$ cat config.mk
export PLATFORM = sky130hd
export DESIGN_NAME = mips_phase_gen_flat
export DESIGN_NICKNAME = d
export VERILOG_FILES = /design/src/rtl/mips_phase_gen_if.sv /design/src/rtl/mips_phase_gen.sv /design/src/flat_wrapper.sv
export SDC_FILE = /design/constraint.sdc
export NUM_CORES = 1
export LEC_CHECK = 0
export BUFFER_PORTS_ARGS = -buffer_cell sky130_fd_sc_hd__buf_2
export CAP_MARGIN = 30
export CORE_MARGIN = 4
export CORE_UTILIZATION = 43
export DETAILED_ROUTE_END_ITERATION = 10
export PLACE_DENSITY = 0.63
export SYNTH_ARGS = -nofsm -noshare
export SYNTH_HDL_FRONTEND = slang
export SYNTH_SLANG_ARGS = --single-unit
$ cat constraint.sdc
create_clock -name i_clk -period 4.35 [get_ports i_clk]
set_clock_uncertainty 0.05 [all_clocks]
set_input_delay 0.435 -clock i_clk [delete_from_list [all_inputs] [get_ports i_clk]]
set_output_delay 0.435 -clock i_clk [all_outputs]
set_load 0.05 [all_outputs]
$ cat src/rtl/mips_phase_gen_if.sv
// mips_phase_gen_if: control and status bundle of the multi-phase enable
// generator. The master side (sequencer / test driver) drives the run
// controls; the slave side (mips_phase_gen) returns the phase enables and
// run status. Optional build macro PHASE_GEN_STEP_EN adds single-step controls.

interface mips_phase_gen_if #(
    parameter int NUM_PHASES = 2,
    parameter int CNT_W      = 16
);
    localparam int IDX_W = $clog2(NUM_PHASES);

    logic                  i_start;
    logic                  i_stop;
    logic                  i_stall;
    logic [CNT_W-1:0]      i_budget;
`ifdef PHASE_GEN_STEP_EN
    logic                  i_step_mode;
    logic                  i_step;
`endif
    logic [NUM_PHASES-1:0] o_phase_en;
    logic [IDX_W-1:0]      o_phase_idx;
    logic [CNT_W-1:0]      o_round_cnt;
    logic                  o_running;
    logic                  o_done;

`ifdef PHASE_GEN_STEP_EN
    modport master (
        output i_start, i_stop, i_stall, i_budget, i_step_mode, i_step,
        input  o_phase_en, o_phase_idx, o_round_cnt, o_running, o_done
    );
    modport slave (
        input  i_start, i_stop, i_stall, i_budget, i_step_mode, i_step,
        output o_phase_en, o_phase_idx, o_round_cnt, o_running, o_done
    );
`else
    modport master (
        output i_start, i_stop, i_stall, i_budget,
        input  o_phase_en, o_phase_idx, o_round_cnt, o_running, o_done
    );
    modport slave (
        input  i_start, i_stop, i_stall, i_budget,
        output o_phase_en, o_phase_idx, o_round_cnt, o_running, o_done
    );
`endif

endinterface

$ cat src/rtl/mips_phase_gen.sv
// mips_phase_gen: NUM_PHASES non-overlapping one-hot phase enables derived
// from one clock, each high for PULSE_CYCLES and followed by GAP_CYCLES of
// all-low. Runs for a latched round budget (0 = free-run) with stall, stop and
// a sticky done flag.
// Build option: define PHASE_GEN_STEP_EN to add step_mode/step inputs and a
// HOLD state that parks the generator after every phase until a step pulse.
//
// state   | meaning
// --------+-----------------------------------------------------------------
// S_IDLE  | no run; waiting for start
// S_PULSE | phase enable r_idx is high, r_tmr counts remaining pulse cycles
// S_GAP   | all enables low, r_tmr counts remaining gap cycles
// S_DONE  | budget consumed; done held until start or stop
// S_HOLD  | (step build only) parked between phases until step

module mips_phase_gen #(
    parameter int NUM_PHASES   = 2,
    parameter int PULSE_CYCLES = 1,
    parameter int GAP_CYCLES   = 1,
    parameter int CNT_W        = 16
) (
    input  logic           i_clk,
    input  logic           i_rst,
    mips_phase_gen_if.slave io_bus
);

    localparam int IDX_W   = $clog2(NUM_PHASES);
    localparam int TMR_MAX = (PULSE_CYCLES > GAP_CYCLES) ? PULSE_CYCLES : GAP_CYCLES;
    localparam int TMR_W   = (TMR_MAX > 1) ? $clog2(TMR_MAX) : 1;

    localparam logic [TMR_W-1:0] PULSE_LOAD = TMR_W'(PULSE_CYCLES - 1);
    localparam logic [TMR_W-1:0] GAP_LOAD   = TMR_W'((GAP_CYCLES > 0) ? GAP_CYCLES - 1 : 0);
    localparam logic [IDX_W-1:0] LAST_IDX   = IDX_W'(NUM_PHASES - 1);
    localparam bit               HAS_GAP    = (GAP_CYCLES > 0);

    typedef enum logic [2:0] {
        S_IDLE,
        S_PULSE,
        S_GAP,
`ifdef PHASE_GEN_STEP_EN
        S_HOLD,
`endif
        S_DONE
    } state_t;

    state_t                r_state;
    logic [TMR_W-1:0]      r_tmr;
    logic [IDX_W-1:0]      r_idx;
    logic [CNT_W-1:0]      r_round;
    logic [CNT_W-1:0]      r_budget;
    logic [NUM_PHASES-1:0] r_phase_en;
    logic                  r_running;
    logic                  r_done;

    logic                  w_seg_end;
    logic                  w_last_phase;
    logic [IDX_W-1:0]      w_next_idx;
    logic [CNT_W-1:0]      w_next_round;
    logic                  w_budget_hit;
    logic [NUM_PHASES-1:0] w_next_onehot;
`ifdef PHASE_GEN_STEP_EN
    logic [NUM_PHASES-1:0] w_cur_onehot;
    logic                  w_hold_done;
`endif

    // Down-counter reaches terminal count on the last cycle of a pulse or gap.
    assign w_seg_end     = (r_tmr == '0);
    assign w_last_phase  = (r_idx == LAST_IDX);
    assign w_next_idx    = w_last_phase ? '0 : r_idx + IDX_W'(1);
    assign w_next_round  = w_last_phase ? r_round + CNT_W'(1) : r_round;
    // Budget is only consumed when a full round closes; a zero budget never matches.
    assign w_budget_hit  = w_last_phase && (r_budget != '0) && (w_next_round == r_budget);
    assign w_next_onehot = {{(NUM_PHASES-1){1'b0}}, 1'b1} << w_next_idx;
`ifdef PHASE_GEN_STEP_EN
    assign w_cur_onehot  = {{(NUM_PHASES-1){1'b0}}, 1'b1} << r_idx;
    // In HOLD the round count has already advanced, so an exhausted budget shows here.
    assign w_hold_done   = (r_budget != '0) && (r_round == r_budget);
`endif

    // Phase sequencer: state, timers, counters and registered outputs.
    always_ff @(posedge i_clk) begin
        if (i_rst) begin
            r_state    <= S_IDLE;
            r_tmr      <= '0;
            r_idx      <= '0;
            r_round    <= '0;
            r_budget   <= '0;
            r_phase_en <= '0;
            r_running  <= 1'b0;
            r_done     <= 1'b0;
        end else if (io_bus.i_stop) begin
            r_state    <= S_IDLE;
            r_phase_en <= '0;
            r_running  <= 1'b0;
            r_done     <= 1'b0;
        end else begin
            case (r_state)
                S_IDLE, S_DONE: begin
                    if (io_bus.i_start) begin
                        r_state    <= S_PULSE;
                        r_tmr      <= PULSE_LOAD;
                        r_idx      <= '0;
                        r_round    <= '0;
                        r_budget   <= io_bus.i_budget;
                        r_phase_en <= {{(NUM_PHASES-1){1'b0}}, 1'b1};
                        r_running  <= 1'b1;
                        r_done     <= 1'b0;
                    end
                end
                S_PULSE, S_GAP: begin
                    if (!io_bus.i_stall) begin
                        if (!w_seg_end) begin
                            r_tmr <= r_tmr - TMR_W'(1);
                        end else if ((r_state == S_PULSE) && HAS_GAP) begin
                            r_state    <= S_GAP;
                            r_tmr      <= GAP_LOAD;
                            r_phase_en <= '0;
                        end else begin
                            // End of a gap (or of a pulse when there is no gap).
                            r_idx   <= w_next_idx;
                            r_round <= w_next_round;
`ifdef PHASE_GEN_STEP_EN
                            if (io_bus.i_step_mode) begin
                                r_state    <= S_HOLD;
                                r_phase_en <= '0;
                            end else
`endif
                            if (w_budget_hit) begin
                                r_state    <= S_DONE;
                                r_idx      <= LAST_IDX;
                                r_phase_en <= '0;
                                r_running  <= 1'b0;
                                r_done     <= 1'b1;
                            end else begin
                                r_state    <= S_PULSE;
                                r_tmr      <= PULSE_LOAD;
                                r_phase_en <= w_next_onehot;
                            end
                        end
                    end
                end
`ifdef PHASE_GEN_STEP_EN
                S_HOLD: begin
                    if (io_bus.i_step) begin
                        if (w_hold_done) begin
                            r_state    <= S_DONE;
                            r_idx      <= LAST_IDX;
                            r_running  <= 1'b0;
                            r_done     <= 1'b1;
                        end else begin
                            r_state    <= S_PULSE;
                            r_tmr      <= PULSE_LOAD;
                            r_phase_en <= w_cur_onehot;
                        end
                    end
                end
`endif
                default: begin
                    r_state    <= S_IDLE;
                    r_phase_en <= '0;
                    r_running  <= 1'b0;
                    r_done     <= 1'b0;
                end
            endcase
        end
    end

    // Stall masks the enables in the same cycle; the registered enable is
    // untouched so the pulse picks up where it left off.
    assign io_bus.o_phase_en  = r_phase_en & {NUM_PHASES{~io_bus.i_stall}};
    assign io_bus.o_phase_idx = r_idx;
    assign io_bus.o_round_cnt = r_round;
    assign io_bus.o_running   = r_running;
    assign io_bus.o_done      = r_done;

endmodule

$ cat src/flat_wrapper.sv
// flat-port wrapper written by rule: the top's interface ports become plain ports
module mips_phase_gen_flat 
#(
    parameter int NUM_PHASES   = 2,
    parameter int PULSE_CYCLES = 1,
    parameter int GAP_CYCLES   = 1,
    parameter int CNT_W        = 16
)
  (i_clk, i_rst, io_bus_i_start, io_bus_i_stop, io_bus_i_stall, io_bus_i_budget, io_bus_o_phase_en, io_bus_o_phase_idx, io_bus_o_round_cnt, io_bus_o_running, io_bus_o_done);
  mips_phase_gen_if #(.NUM_PHASES(NUM_PHASES), .CNT_W(CNT_W)) io_bus_i ();
  input  logic i_clk;
  input  logic i_rst;
  input wire logic [$bits(io_bus_i.i_start)-1:0] io_bus_i_start;
  input wire logic [$bits(io_bus_i.i_stop)-1:0] io_bus_i_stop;
  input wire logic [$bits(io_bus_i.i_stall)-1:0] io_bus_i_stall;
  input wire logic [$bits(io_bus_i.i_budget)-1:0] io_bus_i_budget;
  output wire logic [$bits(io_bus_i.o_phase_en)-1:0] io_bus_o_phase_en;
  output wire logic [$bits(io_bus_i.o_phase_idx)-1:0] io_bus_o_phase_idx;
  output wire logic [$bits(io_bus_i.o_round_cnt)-1:0] io_bus_o_round_cnt;
  output wire logic [$bits(io_bus_i.o_running)-1:0] io_bus_o_running;
  output wire logic [$bits(io_bus_i.o_done)-1:0] io_bus_o_done;
  assign io_bus_i.i_start = io_bus_i_start;
  assign io_bus_i.i_stop = io_bus_i_stop;
  assign io_bus_i.i_stall = io_bus_i_stall;
  assign io_bus_i.i_budget = io_bus_i_budget;
  assign io_bus_o_phase_en = io_bus_i.o_phase_en;
  assign io_bus_o_phase_idx = io_bus_i.o_phase_idx;
  assign io_bus_o_round_cnt = io_bus_i.o_round_cnt;
  assign io_bus_o_running = io_bus_i.o_running;
  assign io_bus_o_done = io_bus_i.o_done;
  mips_phase_gen #(.NUM_PHASES(NUM_PHASES), .PULSE_CYCLES(PULSE_CYCLES), .GAP_CYCLES(GAP_CYCLES), .CNT_W(CNT_W)) u_core (.i_clk(i_clk), .i_rst(i_rst), .io_bus(io_bus_i));
endmodule
---- Yosys cells after proc, flatten, opt, wreduce, memory -nomap -nowiden ----
Index checks and enable logic that the tools add are counted.
storage, ports and cells
  register bits after elaboration ......... 41
  input port bits ......................... 21
  output and inout bits ................... 21
  word-level logic and storage cells ...... 76
cells by class
  add/sub/neg operators ................... 3
  equality and inequality tests ........... 9
  shift operators ......................... 1
  multiplexer cells ....................... 39
  bitwise gates (word level) .............. 3
  reduce and logical (&&, ||, !) cells .... 13
operators by type and width
  operator                                                                 count
  16-bit two-way mux                                                       5
  16-bit one-hot mux with 2 select lines                                   1
  1-bit two-way mux                                                        17
  16-bit by 1-bit adder with 16-bit output, second input constant          1
  16-bit equality test                                                     1
  16-bit nonzero test                                                      1
  2-bit two-way mux                                                        6
  3-bit two-way mux                                                        4
  2-bit inequality test, second input constant                             4
  1-bit one-hot mux with 2 select lines                                    4
  3-bit by 2-bit equality test with 1-bit output, second input constant    2
  3-bit one-hot mux with 2 select lines                                    1
  3-bit AND reduction                                                      2
  6-bit AND reduction                                                      1
  2-bit OR reduction                                                       3
  5-bit AND reduction                                                      1
  2-bit one-hot mux with 2 select lines                                    1
  4-bit AND reduction                                                      1
  3-bit by 1-bit equality test with 1-bit output, second input constant    1
  3-bit zero test                                                          1
  2-bit bitwise AND                                                        1
  1-bit logical AND                                                        2
  2-bit by 1-bit inequality test with 1-bit output, second input constant  1
  1-bit NOT                                                                2
  4 further kinds                                                          4

---- Depth between registers and ports, before layout ----
  word-level depth ........................ 9
  mapped depth ............................ 10
  mapped depth without buffers ............ 9

---- Worst setup path after synthesis ----
OpenSTA, ideal clock, no wires.
  path kind ............................... register to register
  from .................................... reg u_core.r_round[6] (netlist: u_core.io_bus.o_round_cnt[6])
  to ...................................... reg u_core.r_round[14] (netlist: u_core.io_bus.o_round_cnt[14])
  library setup time ...................... 0.066 ns
  data arrival time ....................... 2.459 ns
  required time ........................... 4.234 ns
  setup slack ............................. 1.776 ns
  stages on the path, launching flop included .. 9
  buffers on the path ..................... 2
  period minus slack after synthesis ...... 2.574 ns
  cells stage by stage .................... dfxtp_1 -> buf_2 -> nand4_2 -> or4_1 -> buf_2 -> or4_1 -> a21oi_1 -> a21oi_1 -> nor2_1
on the way
  longest elaborated chain between the ends .. 6
RTL lines
  what                                      RTL line               text
  start: declaration                        mips_phase_gen.sv:49   logic [CNT_W-1:0] r_round;
  start signal: assignment                  mips_phase_gen.sv:121  r_round <= w_next_round;
  16-bit by 1-bit adder with 16-bit output  mips_phase_gen.sv:70   assign w_next_round = w_last_phase ? r_round + CNT_W'(1) : r_round;
  16-bit two-way mux                        mips_phase_gen.sv:70
  16-bit two-way mux                        mips_phase_gen.sv:114  end else if ((r_state == S_PULSE) && HAS_GAP) begin
  16-bit two-way mux                        mips_phase_gen.sv:112  if (!w_seg_end) begin
  16-bit two-way mux                        mips_phase_gen.sv:111  if (!io_bus.i_stall) begin
  16-bit one-hot mux with 2 select lines    mips_phase_gen.sv:97   case (r_state)
Every way passes these cells. The select of a mux whose other input is x is not followed.
A chain may end at the register's enable or synchronous reset.

---- Worst setup path in the final report ----
  from .................................... reg u_core.r_state[1]
  to ...................................... reg u_core.r_round[5] (netlist: u_core.io_bus.o_round_cnt[5])
on the way
  longest elaborated chain between the ends .. 4
  elaborated cells between the ends (all ways) .. 13
  those cells by class .................... eq/ne (7); mux (1); reduce/logical (5)
RTL lines
  what                                                                                 RTL line               text
  start: declaration                                                                   mips_phase_gen.sv:46   state_t r_state;
  start signal: assignment                                                             mips_phase_gen.sv:83   r_state <= S_IDLE;
  start signal: assignment                                                             mips_phase_gen.sv:92   r_state <= S_IDLE;
  start signal: assignment                                                             mips_phase_gen.sv:100  r_state <= S_PULSE;
  3-bit by 2-bit equality test with 1-bit output (tied with other cells)               mips_phase_gen.sv:97
  2-bit OR reduction                                                                   mips_phase_gen.sv:97
  2-bit inequality test (no source line) / 2-bit nonzero test (equally long branches)  -
  6-bit AND reduction (no source line)                                                 -
Parallel ways exist; a longest one is shown, timed or not.

==> metrics <==
status complete, no violations; Hold Path Class in2reg; Async S/R FF share, synth 0%; Mean Syn Cell Area between 7 and 8 sq um; Leak Pwr around 1.0 nW; clk slew on worst S/H paths roughly 0.070 ns; Die X 82.06 um; Synth Instances 322; DP HPWL 4284 um; critical-path cell list inv_1 > ha_1 > and2_1 > o21ai_1 > buf_4 > or2_2 > or4_1 > a21oi_1; syn nets between 300 and 400; Area Growth Syn to Fin 13.95%; vias in the first global route ~2100; Critical Path RT roughly 4.5 ns; mapped cell area 2359 sq um; GP Congestion ~0.85; period utilization 65.34%; Data arrival, critical path roughly 3.0 ns; CP endpoint kind register; Crit path buffers/inverters 2; TritonCTS clock tree done; delay-heaviest family, CP simple AND/OR/NAND/NOR gates; slowest stage delay, CP ~0.76 ns; I/O pin cnt 42; yosys warns 0; Longest Clk Path Bufs 2; largest net degree at the start of global routing 37; final hold viol count 0; ANT cells 0; post-route ant nets 0; Yosys top cell area share 33.10%; Adder-Cell Fraction of Synth Area under 10%; Post-synth EDFFs 0; Max Slew Vio Count 0; Crit Path Class reg2reg; Synth Area in Simple Gates about a third; Final Worst Setup Slack 1.508 ns; Post-CTS Hold Fix Bufs 0; gr usage total about a fifth; layout cells sized above 1 17.90%; CP max stage cell ha_1; XOR/XNOR share of the synthesized area between 7 and 8%; Pre-Repair DR Iteration Count 4; leading post-synthesis cells by cell area dfxtp_1 (33%), a21oi_1 (10%), nand2_1 (8.1%); setup bufs post-CTS 0; mux contribution to synthesized area under 10%; Max FO, Critical Path 25; commonest non-fill, non-tap cell in the layout nand2_1; Fin Setup TNS 0 ns; Port Buffers 41; Worst-Margin Slew about 0.73 ns; number of maximum-capacitance violations 0; Tmin final between 2 and 3 ns; area leader, netlist dfxtp_1; initial antenna violation count 0; Die Ht 82.06 um; # nets final 375; complex-gate fraction of the synthesized area 20.00%; first-iteration detailed-routing DRC count approximately 190; CTS root buf clkbuf_8; Clk Latency, worst-skew pair roughly 0.29 ns; most frequent cells in the layout nand2_1 (51), a21oi_1 (47), buf_2 (41), dfxtp_1 (39), nor2_1 (35); DR vias/cell between 5 and 6; peak supply drop 0.0001342 V; WL/cell between 10 and 15 um; RSZ-0062 raised after global routing no; final wirelength a little under 6000 um; final setup violation count 0; Die Footprint slightly below 7000 sq um; Post-CTS Resized 0; Initial Util between 40% and 50%; Place WS about 1.6 ns; htree depth 2; largest family of logic cells by synthesized area simple AND/OR/NAND/NOR gates; crit path launch type register; Slew HR between 50% and 60%; first-pass GRT wire length about 10000 um; CTS Sinks 39; ys flop type dfxtp_1; FMAX 0.3518 GHz; sequential share of the synthesized area between 30% and 40%; synth unique cells 47; core area roughly 5200 sq um; power per cell area 276.5 nW/um^2; row cnt 26; cts bufs inserted 5; global route overflow 0; Synth Register Bits 39; DRC viols 0; Vias 2311
[synthesized netlist by cell type, types with 2 or more instances]
cell type  instances
nor2b_1            5
a211oi_1           2
clkbuf_1          16
and4_1             2
nor4_1             6
ha_1               3
nand4_1            4
xnor2_1           15
and2_1             2
dfxtp_1           39
buf_2              6
nand2b_1           2
a21oi_1           47
nand4_2            2
or4_1              5
nand2_1           51
o22ai_1            3
nor2_1            35
o31ai_2            3
nor3_1             9
nand3_1            9
inv_1              2
mux2i_1            3
or3_1              5
o21ai_0           12
or2_2              4
xor2_1             6
and3_1             5
[area by class of cell]
cell class / instances / area (sq um)
clock buffer: 8 / 100.1
fill: 548 / 2517
inverter: 2 / 7.507
multi-input combinational: 259 / 1480
sequential: 39 / 780.7
tap: 70 / 87.58
timing repair buffer: 44 / 231.5
[routing by layer]
| layer | track usage (%) | up-vias | wire [um] |
|---|---|---|---|
| met2 | 29.64 | 82 | 2671 |
| met5 | 0 | - | 0 |
| met4 | 5.980 | 0 | 70 |
| li1 | - | 1197 | - |
| met1 | 26.39 | 1027 | 2722 |
| met3 | 3.728 | 5 | 410 |
[cell families after synthesis]
family,count (synthesis)
AND/OR/NAND/NOR,151
multiplexers,4
flip-flops,39
XOR/XNOR,21
buffers and inverters,24
adder cells (fa/ha/maj),3
AO/OA/AOI/OAI,80
[worst register-to-register path: cells and delay by family (launching register included)]
| kind | cells | cell delay, ns |
|---|---|---|
| AOI/OAI and AO/OA | 2 | 0.25 |
| adders and majority gates | 1 | 0.76 |
| buffers and inverters | 2 | 0.28 |
| DFF | 1 | 0.34 |
| and+or+nand+nor | 3 | 1.10 |
[power by group]
group          switching (mW)  internal [mW]
Combinational          0.0607         0.0380
Clock                   0.124          0.145
Sequential            0.00936          0.366
[path summary, 6_finish.rpt]
check / from / endpoint / slack (ns) / depth (start not counted)
worst max-delay path: u_core.r_state[1]$_SDFFE_PP0P_ / u_core.io_bus.o_round_cnt[5]$_SDFFE_PP0P_ / 1.51 / 8
worst min-delay path: io_bus_i_budget[14] / u_core.r_budget[14]$_SDFFE_PP0P_ / 0.33 / 3
worst max register to register: u_core.r_state[1]$_SDFFE_PP0P_ / u_core.io_bus.o_round_cnt[5]$_SDFFE_PP0P_ / 1.51 / 8
worst min register to register: u_core.r_budget[3]$_SDFFE_PP0P_ / u_core.r_budget[3]$_SDFFE_PP0P_ / 0.44 / 2
[state kept, by name, summed over array words and instances, names as in the netlist]
name and flops:
u_core.io_bus.o_done 1, u_core.io_bus.o_phase_idx 1, u_core.io_bus.o_round_cnt 16, u_core.io_bus.o_running 1
u_core.r_budget 16, u_core.r_phase_en 2, u_core.r_state 2
[per-stage QoR]
stage               area (sq um)  power [mW]  instances  hold slack (ns)  utilization [%]
floorplan                   2359      0.4534        322           0.3987                -
global placement            2576      0.4810        413           0.4222            49.50
detailed placement          2587      0.4835        414           0.4299            49.71
CTS                         2688      0.7532        422           0.3189            51.63
global route                2688      0.7816        422           0.3304            51.63
finish                      2688      0.7432        422           0.3268            51.63
Power figures use the tool's default switching activity.
